==> src/rtl/mesh_pkg.sv <==
// Shared port indices, flit layout and XY routing helper for the mesh router.
package mesh_pkg;

    localparam int unsigned NUM_PORTS   = 5;
    localparam int unsigned PORT_W      = 3;
    localparam int unsigned DEF_COORD_W = 16;
    localparam int unsigned DEF_DATA_W  = 32;
    localparam int unsigned PAYLOAD_LSB = 0;
    localparam int unsigned ROUTE_ARG_W = 32;

    typedef enum logic [PORT_W-1:0] {
        P_LOCAL = 3'd0,
        P_LEFT  = 3'd1,
        P_RIGHT = 3'd2,
        P_UP    = 3'd3,
        P_DOWN  = 3'd4
    } port_e;

    typedef struct packed {
        logic  illegal;
        port_e port;
    } route_t;

    // X first, then Y; Y grows downward, X grows rightward, coordinates are 1-based.
    function automatic route_t xy_route(
        input logic [ROUTE_ARG_W-1:0] dst_x,
        input logic [ROUTE_ARG_W-1:0] dst_y,
        input logic [ROUTE_ARG_W-1:0] my_x,
        input logic [ROUTE_ARG_W-1:0] my_y,
        input logic [ROUTE_ARG_W-1:0] mesh_x,
        input logic [ROUTE_ARG_W-1:0] mesh_y
    );
        route_t r;
        r.illegal = (dst_x == '0) || (dst_x > mesh_x) || (dst_y == '0) || (dst_y > mesh_y);
        if (dst_x > my_x)      r.port = P_RIGHT;
        else if (dst_x < my_x) r.port = P_LEFT;
        else if (dst_y > my_y) r.port = P_DOWN;
        else if (dst_y < my_y) r.port = P_UP;
        else                   r.port = P_LOCAL;
        return r;
    endfunction

endpackage

==> src/rtl/router_fifo.sv <==
// Synchronous first-word-fallthrough FIFO; dout presents the head whenever !empty.
module router_fifo #(
    parameter  int unsigned WIDTH = 64,
    parameter  int unsigned DEPTH = 4,
    localparam int unsigned AW    = $clog2(DEPTH)
) (
    input  logic             clk,
    input  logic             rst,
    input  logic             push,
    input  logic [WIDTH-1:0] din,
    input  logic             pop,
    output logic [WIDTH-1:0] dout,
    output logic             full,
    output logic             empty,
    output logic [AW:0]      count
);

    logic [WIDTH-1:0] mem [DEPTH];
    logic [AW-1:0]    wr_ptr;
    logic [AW-1:0]    rd_ptr;
    logic             do_push;
    logic             do_pop;

    assign full    = (count == (AW+1)'(DEPTH));
    assign empty   = (count == '0);
    assign dout    = mem[rd_ptr];
    assign do_push = push & ~full;
    assign do_pop  = pop & ~empty;

    always_ff @(posedge clk) begin
        if (do_push) mem[wr_ptr] <= din;
    end

    always_ff @(posedge clk) begin
        if (rst) begin
            wr_ptr <= '0;
            rd_ptr <= '0;
            count  <= '0;
        end else begin
            if (do_push) wr_ptr <= wr_ptr + AW'(1);
            if (do_pop)  rd_ptr <= rd_ptr + AW'(1);
            count <= count + (AW+1)'(do_push) - (AW+1)'(do_pop);
        end
    end

endmodule

==> src/rtl/mesh_router.sv <==
// 5-port XY mesh router: per-input FWFT FIFOs, per-output round-robin arbiter and output register.
module mesh_router
    import mesh_pkg::*;
#(
    parameter  int unsigned COORD_W    = DEF_COORD_W,
    parameter  int unsigned DATA_W     = DEF_DATA_W,
    parameter  int unsigned MESH_X     = 3,
    parameter  int unsigned MESH_Y     = 3,
    parameter  int unsigned FIFO_DEPTH = 4,
    localparam int unsigned FLIT_W     = 2*COORD_W + DATA_W
) (
    input  logic                          clk,
    input  logic                          rst,
    input  logic [COORD_W-1:0]            my_x,
    input  logic [COORD_W-1:0]            my_y,
    input  logic [NUM_PORTS-1:0]          in_valid,
    input  logic [NUM_PORTS*FLIT_W-1:0]   in_flit,
    output logic [NUM_PORTS-1:0]          in_ready,
    output logic [NUM_PORTS-1:0]          out_valid,
    output logic [NUM_PORTS*FLIT_W-1:0]   out_flit,
    input  logic [NUM_PORTS-1:0]          out_ready,
    output logic [15:0]                   drop_count
);

    localparam int unsigned DSTY_LSB = PAYLOAD_LSB + DATA_W;
    localparam int unsigned DSTX_LSB = DSTY_LSB + COORD_W;
    localparam int unsigned CNT_W    = $clog2(FIFO_DEPTH) + 1;

    logic [NUM_PORTS-1:0] full;
    logic [NUM_PORTS-1:0] empty;
    logic [NUM_PORTS-1:0] push;
    logic [NUM_PORTS-1:0] pop;
    logic [NUM_PORTS-1:0] head_ok;
    logic [NUM_PORTS-1:0] drop;
    logic [FLIT_W-1:0]    head_flit [NUM_PORTS];
    port_e                head_port [NUM_PORTS];
    logic [NUM_PORTS-1:0] gnt_all   [NUM_PORTS];
    logic [16:0]          drop_sum;

    for (genvar p = 0; p < NUM_PORTS; p++) begin : g_in
        logic [CNT_W-1:0] count;
        route_t           route;

        router_fifo #(.WIDTH(FLIT_W), .DEPTH(FIFO_DEPTH)) u_fifo (
            .clk   (clk),
            .rst   (rst),
            .push  (push[p]),
            .din   (in_flit[p*FLIT_W +: FLIT_W]),
            .pop   (pop[p]),
            .dout  (head_flit[p]),
            .full  (full[p]),
            .empty (empty[p]),
            .count (count)
        );

        // Ready comes from registered occupancy only, so a full FIFO refuses even while popping.
        assign in_ready[p] = ~rst & (count != CNT_W'(FIFO_DEPTH));
        assign push[p]     = in_valid[p] & ~full[p] & ~rst;

        assign route = xy_route(ROUTE_ARG_W'(head_flit[p][DSTX_LSB +: COORD_W]),
                                ROUTE_ARG_W'(head_flit[p][DSTY_LSB +: COORD_W]),
                                ROUTE_ARG_W'(my_x), ROUTE_ARG_W'(my_y),
                                ROUTE_ARG_W'(MESH_X), ROUTE_ARG_W'(MESH_Y));
        assign head_ok[p]   = ~empty[p] & ~route.illegal;
        assign drop[p]      = ~empty[p] & route.illegal;
        assign head_port[p] = route.port;
    end

    for (genvar o = 0; o < NUM_PORTS; o++) begin : g_out
        logic [NUM_PORTS-1:0] req;
        logic [NUM_PORTS-1:0] gnt;
        logic [PORT_W-1:0]    ptr;
        logic [PORT_W-1:0]    winner;
        logic [PORT_W-1:0]    idx;
        logic                 load;
        logic                 valid_q;
        logic [FLIT_W-1:0]    flit_q;

        assign load = ~valid_q | out_ready[o];

        // Search starts at ptr, which always holds the port after the previous winner.
        always_comb begin
            req    = '0;
            gnt    = '0;
            winner = '0;
            idx    = '0;
            for (int unsigned p = 0; p < NUM_PORTS; p++) begin
                req[p] = head_ok[p] && (head_port[p] == port_e'(o));
            end
            for (int unsigned i = 0; i < NUM_PORTS; i++) begin
                idx = PORT_W'((32'(ptr) + i) % NUM_PORTS);
                if (load && (gnt == '0) && req[idx]) begin
                    gnt[idx] = 1'b1;
                    winner   = idx;
                end
            end
        end

        always_ff @(posedge clk) begin
            if (rst) begin
                valid_q <= 1'b0;
                flit_q  <= '0;
                ptr     <= '0;
            end else if (gnt != '0) begin
                valid_q <= 1'b1;
                flit_q  <= head_flit[winner];
                ptr     <= (winner == PORT_W'(NUM_PORTS-1)) ? '0 : winner + PORT_W'(1);
            end else if (out_ready[o]) begin
                valid_q <= 1'b0;
            end
        end

        assign out_valid[o]                  = valid_q;
        assign out_flit[o*FLIT_W +: FLIT_W]  = flit_q;
        assign gnt_all[o]                    = gnt;
    end

    always_comb begin
        pop = drop;
        for (int unsigned o = 0; o < NUM_PORTS; o++) begin
            pop |= gnt_all[o];
        end
    end

    always_comb begin
        drop_sum = {1'b0, drop_count};
        for (int unsigned p = 0; p < NUM_PORTS; p++) begin
            drop_sum += 17'(drop[p]);
        end
    end

    always_ff @(posedge clk) begin
        if (rst) drop_count <= '0;
        else     drop_count <= drop_sum[16] ? 16'hFFFF : drop_sum[15:0];
    end

endmodule

==> config.mk <==
export PLATFORM = sky130hd
export DESIGN_NAME = mesh_router
export DESIGN_NICKNAME = d
export VERILOG_FILES = /design/src/rtl/mesh_pkg.sv /design/src/rtl/router_fifo.sv /design/src/rtl/mesh_router.sv
export SDC_FILE = /design/constraint.sdc
export NUM_CORES = 2
export LEC_CHECK = 0
export ABC_AREA = 1
export BUFFER_PORTS_ARGS = -buffer_cell sky130_fd_sc_hd__buf_2
export CORE_MARGIN = 2
export CORE_UTILIZATION = 29
export DETAILED_ROUTE_END_ITERATION = 10
export RECOVER_POWER = 25
export SYNTH_ARGS = -nofsm -noshare
export SYNTH_HDL_FRONTEND = slang
export SYNTH_HIERARCHICAL = 1
export SYNTH_SLANG_ARGS = --single-unit
export TNS_END_PERCENT = 50
==> constraint.sdc <==
create_clock -name clk -period 7 [get_ports clk]
set_clock_uncertainty 0.2 [all_clocks]
set_input_delay 0.7 -clock clk [delete_from_list [all_inputs] [get_ports clk]]
set_output_delay 0.7 -clock clk [all_outputs]
set_load 0.02 [all_outputs]
==> metrics.txt <==
largest family of logic cells by synthesized area simple AND/OR/NAND/NOR gates; gpl congestion 0.9926; final setup violation count 0; Final Hold Fails 0; XOR/XNOR share of the synthesized area less than 1%; Post-synth EDFFs about 1,300; simple-gate share of the synthesized area between 20% and 30%; most frequent cells in the layout 1,760 x nand2_1, 1,375 x nor2_1, 1,280 x edfxtp_1, 1,049 x nand3_1, 932 x inv_1; finished layout cell area between 100,000 and 150,000 um^2; clock sinks 1,681; # nets final ~12,000; minimum clock period after layout 6.539 ns; CTS clk-pin slew, worst paths ~0.06 ns; vias 77,170; Hold EP g_in[1].u_fifo/count[1]; remaining antenna violation count 0; Synth Flop Type edfxtp_1; final worst-path cycle share just over 90%; Worst Path Arrival a little over 7 ns; post-synthesis net count 10,680; 1st-iter DRT viols 8,860; sequential share of the synthesized area a little over half; number of global-route vias before repair 70,470; layout cells sized above 1 14.79%; synthesized cell area 87,600 um^2; slowest CP cell ha_2; Yosys warning total 6; DRT Pass-1 Iters 8; Max Freq about 150 MHz; largest net degree at the start of global routing 146; global-route wire length before repair between 400 and 500 mm; cells after synthesis 9,979; ys async rst share 0%; RR Endpoint g_in[0].u_fifo/count[2]; most common cell after layout, fill and taps aside nand2_1; slew margin rel. between 7 and 8%; hold_sp rst; Area Overhead vs Synth 23.02%; core area around 300,000 um^2; Root Driver clkbuf_16; CTS tree done; # rows 201; Hold Path Class in2reg; CP startpoint kind flip-flop; Wirelength per Cell about 23 um; crit-path max FO 6; maxcap violations 0; Most Frequent Cell on Critical Path nand2_1; Die X-Extent 553.6 um; Num CTS Buffers 181; H-Tree Depth 4; average cell area after synthesis 8.778 um^2; grt total ovfl 0; Synth Area in Compound Gates 10.71%; Worst EP required 7.56 ns; Worst-Skew Late Latency 0.92 ns; placed standard-cell area 97,840 um^2; dpl hpwl around 260 mm; status finished clean; number of port buffers 709; Total GRT Usage 21.94%; DR vias/cell 5.037; post-synthesis mux area share less than 1%; I/O pins just over 700; Fin Setup TNS 0 ns; worst stage delay on the critical path approximately 0.40 ns; Yosys reg bits 1,681; Die ar. between 300,000 and 400,000 um^2; reg2reg path depth 43; reg2reg start g_out[2].ptr[2]; Setup Crit Path Kind reg2reg; Max Root-Sink Buffers 4; Netlist cell types 71; drt drc 0; FF-to-FF setup slack 0.46 ns; initial antenna violation count 100; Slew Viols, Final 0; Slew @ Worst Pin 1.381 ns; initial core utilization 29.17%; Die Y roughly 550 um; Post-Synth Adder-Cell Area 4.893%; crit end category flip-flop; Routed WL 351.6 mm; worst hold stages 2; unrepaired setup endpoints after global routing true
timing repair:
action / CTS / global route
hold endpoints to repair: 1280 / 0
hold buffers: 320 / 0
gates cloned: 0 / 6
setup buffers: 0 / 22
endpoints found under the setup margin: 6 / 97
gates resized for setup: 5 / 162
pin swaps: 0 / 19
worst max-delay path by stage:
stage                         start                       to  slack, ns  depth (start not counted)
global route              flip-flop  g_in[2].u_fifo/count[2]      -0.06                         43
finish              g_out[2].ptr[2]  g_in[0].u_fifo/count[2]       0.46                         43
detailed placement        flip-flop  g_in[1].u_fifo/count[2]      -0.11                         42
global placement          flip-flop  g_in[1].u_fifo/count[2]      -0.09                         42
floorplan           g_out[0].ptr[1]  g_in[4].u_fifo/count[2]       0.61                         39
CTS                       flip-flop  g_in[1].u_fifo/count[2]       0.02                         40
synth_stat cells (all sizes together), types with 10 or more instances:
cell	n	area, um^2
clkbuf	227	870.8
nand2	1817	6933
o21bai	26	198.9
fa	11	220.2
edfxtp	1280	38440
clkinv	10	37.54
and2	10	62.56
o21ai	819	4129
nand3b	85	638.1
buf	287	2117
nand3	1084	5563
dfxtp	401	8028
nor2	1461	5682
xor2	42	412.9
or2	13	81.33
a31oi	15	93.84
o22ai	333	2083
nor3	36	196.4
inv	1042	3911
nand4	112	706.9
o21a	10	75.07
a21oi	434	2232
nor4	10	62.56
ha	325	4066
o211ai	14	110.1
cell families (layout without fill, tap and decap cells):
group                    after synthesis  in the layout
AO/OA/AOI/OAI                       1707           1707
XOR/XNOR                              48             49
adder cells (fa/ha/maj)              336            336
buffers and inverters               1566           2909
flip-flops                          1681           1681
multiplexers                           3              3
other                                  0             38
AND/OR/NAND/NOR                     4638           4638
state kept, by name, indices dropped and copies added, names as in the netlist, named ones only:
register            count
drop_count             16
g_in.u_fifo/count      15
g_in.u_fifo/mem      1280
g_in.u_fifo/rd_ptr     10
g_in.u_fifo/wr_ptr     10
g_out.flit_q          320
g_out.ptr              15
g_out.valid_q           5
per-stage QoR:
stage | instances | util (%) | setup WS [ns] | hold slack [ns]
global route | 15300 | 35.87 | -0.05979 | 0.08707
CTS | 15250 | 35.62 | 0.02359 | 0.04407
floorplan | 9979 | - | 0.6062 | 0.2481
detailed placement | 14600 | 32.58 | -0.1127 | 0.2397
finish | 15320 | 35.89 | 0.4614 | 0.09344
global placement | 14600 | 32.58 | -0.09426 | 0.2347
per-layer routing:
metal  share of wire, %  vias to the layer above  global-route usage, %
met5               0.16                        -                      0
met4                7.7                       84                  14.55
met3                9.8                      808                  5.628
met2                 43                     3513                  33.04
met1                 40                    36420                  27.69
li1                   -                    36340                      -
critical path: cells and delay by family (launching register included):
family	cells	cell delay, ns
xor+xnor	1	0.13
simple gates	27	3.04
compound gates	1	0.22
flops	1	0.33
fa+ha+maj	6	1.80
buf+inv	8	0.72
area by class of cell:
class	instances	area (um^2)
diodes	38	95.09
clock buffers	225	4815
clock inverters	109	1077
fillers	30680	192500
inverters	1052	3984
multi-input cells	6733	35060
flip-flops and latches	1681	46500
well taps	3958	4952
repair buffers	1523	11290
Power is not shown: default switching activity piles up to over one toggle a cycle in this logic, so the estimate is an artifact.
